File: src/rtl/word_accumulator_if.sv
// word_accumulator_if: bundles the upstream Fifo1 "out" side and the
// downstream enq-style side used by word_accumulator.
// The slave modport is the accumulator's own view. The master modport is the
// view of whatever drives it: the FIFO plus the sink, or a testbench.

interface word_accumulator_if #(
  parameter int WIDTH = 32
);

  // Upstream FIFO head and dequeue handshake
  logic [WIDTH-1:0] in_first;
  logic             in_first__RDY;
  logic             in_deq__RDY;
  logic             in_deq__ENA;

  // Downstream enq handshake carrying the group sum
  logic             out_enq__ENA;
  logic [WIDTH-1:0] out_enq_v;
  logic             out_enq__RDY;

  modport slave (
    input  in_first,
    input  in_first__RDY,
    input  in_deq__RDY,
    output in_deq__ENA,
    output out_enq__ENA,
    output out_enq_v,
    input  out_enq__RDY
  );

  modport master (
    output in_first,
    output in_first__RDY,
    output in_deq__RDY,
    input  in_deq__ENA,
    input  out_enq__ENA,
    input  out_enq_v,
    output out_enq__RDY
  );

endinterface

File: src/rtl/word_accumulator.sv
// word_accumulator: dequeues words from a single-entry FIFO and sums each
// group of COUNT consecutive words. It then offers the group sum to the next
// stage through an enq-style handshake and counts every sum transferred.
//
// Optional feature:
//   WORD_ACCUMULATOR_SATURATE_EN
//     Defined:   the accumulator clamps at 2^WIDTH-1 for the rest of the group.
//     Undefined: the accumulator wraps modulo 2^WIDTH.
//
// Legal COUNT range is 1..255, which is why the word counter is 8 bits wide.

module word_accumulator #(
  parameter int WIDTH = 32,
  parameter int COUNT = 4
) (
  input  logic               CLK,
  input  logic               nRST,
  word_accumulator_if.slave  bus,
  output logic [15:0]        sums_count
);

  typedef enum logic {
    ACCUM = 1'b0,  // collecting words
    EMIT  = 1'b1   // holding a completed sum for the sink
  } state_t;

  // Counter value of the last word in a group
  localparam logic [7:0] LAST_IDX = 8'(COUNT - 1);

  state_t           state_q, state_d;
  logic [WIDTH-1:0] acc_q, acc_d;
  logic [7:0]       cnt_q, cnt_d;
  logic [15:0]      sums_q, sums_d;
  logic             enq_ena_q, enq_ena_d;
  logic [WIDTH-1:0] enq_v_q, enq_v_d;

  logic             take;
  logic             transfer;
  logic [WIDTH-1:0] acc_plus;

  // A take consumes the FIFO head. A transfer hands the held sum downstream.
  // The two can never happen in the same cycle because they belong to
  // different states.
  assign take     = (state_q == ACCUM) && bus.in_first__RDY && bus.in_deq__RDY;
  assign transfer = (state_q == EMIT) && bus.out_enq__RDY;

`ifdef WORD_ACCUMULATOR_SATURATE_EN
  logic [WIDTH:0] sum_wide;

  // Saturating adder: a carry out means the true sum no longer fits, so clamp.
  // Once clamped, any later non-zero word carries again and the value stays put.
  always_comb begin
    sum_wide = {1'b0, acc_q} + {1'b0, bus.in_first};
    acc_plus = sum_wide[WIDTH] ? '1 : sum_wide[WIDTH-1:0];
  end
`else
  // Wrapping adder: the sum is truncated to WIDTH bits
  always_comb begin
    acc_plus = acc_q + bus.in_first;
  end
`endif

  // Next-state and registered-output logic for the ACCUM/EMIT FSM
  always_comb begin
    // NOTE: every variable written here gets a hold default first, so no path leaves one unassigned and no latch is inferred.
    state_d   = state_q;
    acc_d     = acc_q;
    cnt_d     = cnt_q;
    sums_d    = sums_q;
    enq_ena_d = enq_ena_q;
    enq_v_d   = enq_v_q;

    case (state_q)
      ACCUM: begin
        if (take) begin
          acc_d = acc_plus;
          if (cnt_q == LAST_IDX) begin
            // Last word of the group: present the completed sum next cycle
            cnt_d     = '0;
            state_d   = EMIT;
            enq_ena_d = 1'b1;
            enq_v_d   = acc_plus;
          end else begin
            cnt_d = cnt_q + 8'd1;
          end
        end
      end

      EMIT: begin
        // With RDY low the sum simply stays held, unchanged
        if (transfer) begin
          acc_d     = '0;
          sums_d    = sums_q + 16'd1;
          state_d   = ACCUM;
          enq_ena_d = 1'b0;
          enq_v_d   = '0;
        end
      end

      default: begin
        state_d = ACCUM;
      end
    endcase
  end

  // State registers. The asynchronous reset discards any partial or held sum.
  always_ff @(posedge CLK or negedge nRST) begin
    if (!nRST) begin
      state_q   <= ACCUM;
      acc_q     <= '0;
      cnt_q     <= '0;
      sums_q    <= '0;
      enq_ena_q <= 1'b0;
      enq_v_q   <= '0;
    end else begin
      // NOTE: non-blocking updates make every register sample the pre-edge values, so the order of these lines does not matter.
      state_q   <= state_d;
      acc_q     <= acc_d;
      cnt_q     <= cnt_d;
      sums_q    <= sums_d;
      enq_ena_q <= enq_ena_d;
      enq_v_q   <= enq_v_d;
    end
  end

  // The dequeue strobe is combinational so no input latency is added. It is
  // gated by reset because state_q already reads ACCUM while nRST is low.
  assign bus.in_deq__ENA  = take && nRST;
  assign bus.out_enq__ENA = enq_ena_q;
  assign bus.out_enq_v    = enq_v_q;
  assign sums_count       = sums_q;

endmodule

File: src/flat_wrapper.sv
// flat-port wrapper written by rule: the top's interface ports become plain ports
module word_accumulator_flat 
#(
  parameter int WIDTH = 32,
  parameter int COUNT = 4
)
  (CLK, nRST, sums_count, bus_in_first, bus_in_first__RDY, bus_in_deq__RDY, bus_in_deq__ENA, bus_out_enq__ENA, bus_out_enq_v, bus_out_enq__RDY);
  word_accumulator_if #(.WIDTH(WIDTH)) bus_i ();
  input  logic CLK;
  input  logic nRST;
  output logic [15:0] sums_count;
  input wire logic [$bits(bus_i.in_first)-1:0] bus_in_first;
  input wire logic [$bits(bus_i.in_first__RDY)-1:0] bus_in_first__RDY;
  input wire logic [$bits(bus_i.in_deq__RDY)-1:0] bus_in_deq__RDY;
  output wire logic [$bits(bus_i.in_deq__ENA)-1:0] bus_in_deq__ENA;
  output wire logic [$bits(bus_i.out_enq__ENA)-1:0] bus_out_enq__ENA;
  output wire logic [$bits(bus_i.out_enq_v)-1:0] bus_out_enq_v;
  input wire logic [$bits(bus_i.out_enq__RDY)-1:0] bus_out_enq__RDY;
  assign bus_i.in_first = bus_in_first;
  assign bus_i.in_first__RDY = bus_in_first__RDY;
  assign bus_i.in_deq__RDY = bus_in_deq__RDY;
  assign bus_in_deq__ENA = bus_i.in_deq__ENA;
  assign bus_out_enq__ENA = bus_i.out_enq__ENA;
  assign bus_out_enq_v = bus_i.out_enq_v;
  assign bus_i.out_enq__RDY = bus_out_enq__RDY;
  word_accumulator #(.WIDTH(WIDTH), .COUNT(COUNT)) u_core (.CLK(CLK), .nRST(nRST), .bus(bus_i), .sums_count(sums_count));
endmodule
File: config.mk
export PLATFORM = sky130hd
export DESIGN_NAME = word_accumulator_flat
export DESIGN_NICKNAME = d
export VERILOG_FILES = /design/src/rtl/word_accumulator_if.sv /design/src/rtl/word_accumulator.sv /design/src/flat_wrapper.sv
export SDC_FILE = /design/constraint.sdc
export NUM_CORES = 1
export LEC_CHECK = 0
export ABC_AREA = 1
export CORE_UTILIZATION = 56
export DETAILED_ROUTE_END_ITERATION = 8
export PLACE_DENSITY_LB_ADDON = 0.08
export SLEW_MARGIN = 20
export SYNTH_ARGS = -nofsm -noshare
export SYNTH_HDL_FRONTEND = slang
export SYNTH_SLANG_ARGS = --single-unit
export TNS_END_PERCENT = 5
File: constraint.sdc
create_clock -name CLK -period 2.2 [get_ports CLK]
set_input_delay 0.44 -clock CLK [delete_from_list [all_inputs] [get_ports CLK]]
set_output_delay 0.44 -clock CLK [all_outputs]
set_load 0.005 [all_outputs]
==> results by group, run 1 <==
Global route
  – Largest net degree at the start of global routing: 91
  – Vias in the first global route: 5889
  – Initial antenna violation count: 0
  – Grt ovf: 0
  – First-pass GRT wire length: 27400 um
  – Tot GR Track Use: 0.312

Setup path
  – Crit path DAT: about 1.7 ns
  – Critical Path Start: bus_in_deq__RDY
  – Worst r2r path cells: 11
  – Worst reg2reg path endpoint: u_core.bus.out_enq_v[25]$_DFFE_PN0P_
  – Data required, critical path: 1.76 ns
  – CP max FO: 3
  – Worst r2r src: u_core.acc_q[13]$_DFFE_PN0P_
  – Crit end category: output port
  – Reg2reg setup slack: approximately 0.21 ns
  – WS Path Type: input pin to output port
  – CP Launch Type: input pin
  – CP Capture Point: bus_in_deq__ENA

Logic synthesis
  – Top FF cell, synth: dfrtp_1
  – Avg Cell Area, Syn: 6.78 um^2
  – Mapped Nets: between 900 and 1000
  – Main area contributors after synthesis: dfrtp_1, nand2_1, inv_1
  – Distinct cells, synth: 34
  – Post-synth EDFFs: 0
  – Post-Synthesis Cells: 886
  – Synth top area share: 0.375
  – Post-synth ARST share: 1.00
  – Post-synthesis sequential element count: 90
  – Leading area contributor after synthesis: dfrtp_1
  – Syn. warnings: 0
  – Syn Std Cell Area: 6010 um^2
  – Register area share after synthesis: 0.375

STA
  – Tcrit/Tclk final: 0.969
  – Slew Viols, Final: 0
  – Worst-margin pin slew: 0.489 ns
  – Final setup viols: 0
  – Total Neg Setup Slack: 0 ns
  – RSZ-0062 raised after global routing: false
  – Post-layout min period: approximately 2.1 ns
  – Post-route worst setup slack: 0.0679 ns
  – Relative slew slack: 0.674
  – Hold_ws: 0.143 ns
  – Final Skew: 0.00968 ns
  – Final Hold Viols: 0
  – Max Freq: 0.469 GHz

Floorplanning
  – Die H: 106 um
  – Std-Cell Rows: 37
  – Die Wd: 106 um
  – Die area: 11100 um^2
  – Core ar.: 10400 um^2
  – Initial core utilization: 0.579
  – I/O pin cnt: 87

Detailed routing
  – Drt pass-1 iters: 7
  – Remaining antenna violation count after routing: 0
  – DRT iter0 DRCs: 288
  – Detail-routed via count per cell: 5.15
  – Vias: 5967
  – WL/cell: 14.2 um
  – Final wirelength: 16400 um
  – Drt drc: 0

Final layout
  – Multi-input logic area: 3180 um^2
  – Diodes inserted: 0
  – Synthesis-to-finish area growth: 26.4%
  – Fillers: 863
  – Register Area: 2250 um^2
  – Fraction of layout instances using a drive strength above 1: 0.104
  – Net count, final: 1088
  – Final Non-Filler Cells: 1158

Clock tree
  – # hold bufs at CTS: 0
  – Clock latency at the later pin of the worst-skew pair: 0.37 ns
  – CTS buffer count: 9
  – Clk slew on worst S/H paths: roughly 0.10 ns
  – CTS Buffer Depth: 2
  – CTS H-tree depth: 3
  – CTS Sinks: 90
  – Root Driver: clkbuf_8
  – CTS tree: yes

Power and ir drop
  – Clock power share: 0.133
  – Net Sw Power: 3.73 mW
  – Power Internal: around 4.4 mW
  – Worst vdd ir: 0.000571 V
  – Sw Share: 0.460
  – Pwr per Cell Area: 1070 nW/um^2
  – Gate power share: 0.575
  – Seq pwr share: 0.292
  – Lkg Pwr: ~4.3 nW

Place
  – Post-Place Cells: 1141
  – Post-place setup slack: -0.396 ns
  – PortBufs: 86
  – RD Place Congestion: around 0.93
  – DP Wirelength: 12300 um

Flow run
  – Max-Cap Viols: 0

Min path
  – Hold Path Class: input pin to asynchronous set/reset pin

Run status
  – Status: completed
==> through the flow <==
stage          cell area, um^2  utilization  power, mW
2_1_floorplan             6010            -       5.21
3_3_place_gp              7350        0.709       6.71
3_5_place_dp              7350        0.709       6.86
4_1_cts                   7530        0.726       7.95
5_1_grt                   7590        0.732       8.86
6_report                  7590        0.732       8.10
==> routing by layer <==
| metal | up-vias | part of all wire | track usage |
|---|---|---|---|
| met5 | - | 0 | 0 |
| met4 | 0 | 0.029 | 0.135 |
| met3 | 35 | 0.051 | 0.0464 |
| met2 | 179 | 0.46 | 0.508 |
| met1 | 2727 | 0.46 | 0.415 |
| li1 | 3026 | - | - |
==> cells in the mapped netlist (2+ instances only) <==
| cell type | n |
|---|---|
| nand2_1 | 351 |
| inv_1 | 141 |
| dfrtp_1 | 90 |
| nor2_1 | 55 |
| nand3_1 | 42 |
| o21ai_0 | 41 |
| ha_1 | 33 |
| a21oi_1 | 30 |
| nand4_1 | 26 |
| xor2_1 | 16 |
| buf_2 | 9 |
| nor3_1 | 7 |
| inv_2 | 5 |
| nor2_2 | 4 |
| o21ai_2 | 4 |
| buf_6 | 3 |
| nand3b_1 | 3 |
| o21ai_1 | 3 |
| xnor2_1 | 3 |
| and3_1 | 2 |
| buf_1 | 2 |
| clkbuf_1 | 2 |
| nand2_2 | 2 |
| o21bai_1 | 2 |
==> placed cells by master (no fill, tap or decap), drive strengths merged <==
cell type,Yosys,routed
and3,2,2
inv,146,149
nand2,354,354
nand4,26,26
o21ai,48,48
xnor2,3,3
nand3,44,44
a21o,1,1
o21bai,2,2
nor4,1,1
xor2,16,16
dfrtp,90,90
nand3b,3,3
nor2,59,59
o22ai,1,1
buf,14,51
clkbuf,2,9
ha,33,33
or2,1,1
clkinv,0,2
a21oi,30,30
clkdlybuf4s50,0,85
nor3,8,8
clkinvlp,0,2
fa,1,1
nor3b,1,1
==> critical path, stage by stage <==
cell,delay (ns)
clkdlybuf4s50_1,0.51
nand3_4,0.09
nor2_1,0.12
clkdlybuf4s50_1,0.53
==> cells by family after synthesis <==
group                      count (synthesis)  synth area share
and+or+nand+nor                          499             0.346
buffers and inverters                    162             0.107
DFF                                       90             0.375
AOI/OAI and AO/OA                         82            0.0723
adders and majority gates                 34            0.0721
xor gates and xnor gates                  19            0.0277
==> flip-flops by register name (all words and copies together) (netlist names) <==
register	count
u_core.cnt_q	8
u_core.sums_count	16
u_core.bus.out_enq__ENA	1
u_core.acc_q	32
u_core.state_q	1
u_core.bus.out_enq_v	32
==> area by class of cell <==
type                    instances  area share
clock buffers                   9      0.0163
clock inverters                 7     0.00676
inverters                     146      0.0722
multi-input cells             634       0.418
flip-flops and latches         90       0.297
well taps                     136      0.0224
repair buffers                136       0.167
==> worst min path at each step <==
stage	from	endpoint	slack, ns	depth (start not counted)
after floorplan	nRST	u_core.acc_q[0]$_DFFE_PN0P_	0.14	0
after global placement	u_core.bus.out_enq_v[4]$_DFFE_PN0P_	u_core.bus.out_enq_v[4]$_DFFE_PN0P_	0.46	2
after detailed placement	u_core.bus.out_enq_v[4]$_DFFE_PN0P_	u_core.bus.out_enq_v[4]$_DFFE_PN0P_	0.47	2
after CTS	nRST	u_core.bus.out_enq_v[9]$_DFFE_PN0P_	0.16	2
after global routing	nRST	u_core.acc_q[11]$_DFFE_PN0P_	0.17	2
final	nRST	u_core.bus.out_enq_v[9]$_DFFE_PN0P_	0.14	2
==> timing repair <==
action                     in CTS  in global routing
buffers inserted                0                  1
pin swaps                       0                  1
setup endpoints to repair       1                 36
gates resized for setup         1                 21
==> power groups by stage <==
stage | Clock, mW | Sequential [mW] | Combinational, mW
3_5_place_dp | 0 | 2.39 | 4.47
3_3_place_gp | 0 | 2.35 | 4.36
5_1_grt | 1.16 | 2.41 | 5.29
6_report | 1.08 | 2.37 | 4.66
4_1_cts | 1.09 | 2.36 | 4.49
2_1_floorplan | 0 | 2.30 | 2.91
Note: power is estimated with default switching activity, not from simulation.
==> run 2: changes to the inputs <==
CAP_MARGIN = 20   (was default)
==> results of run 2 <==
Same layout as run 1: the final DEF is identical, and so are final timing and power.
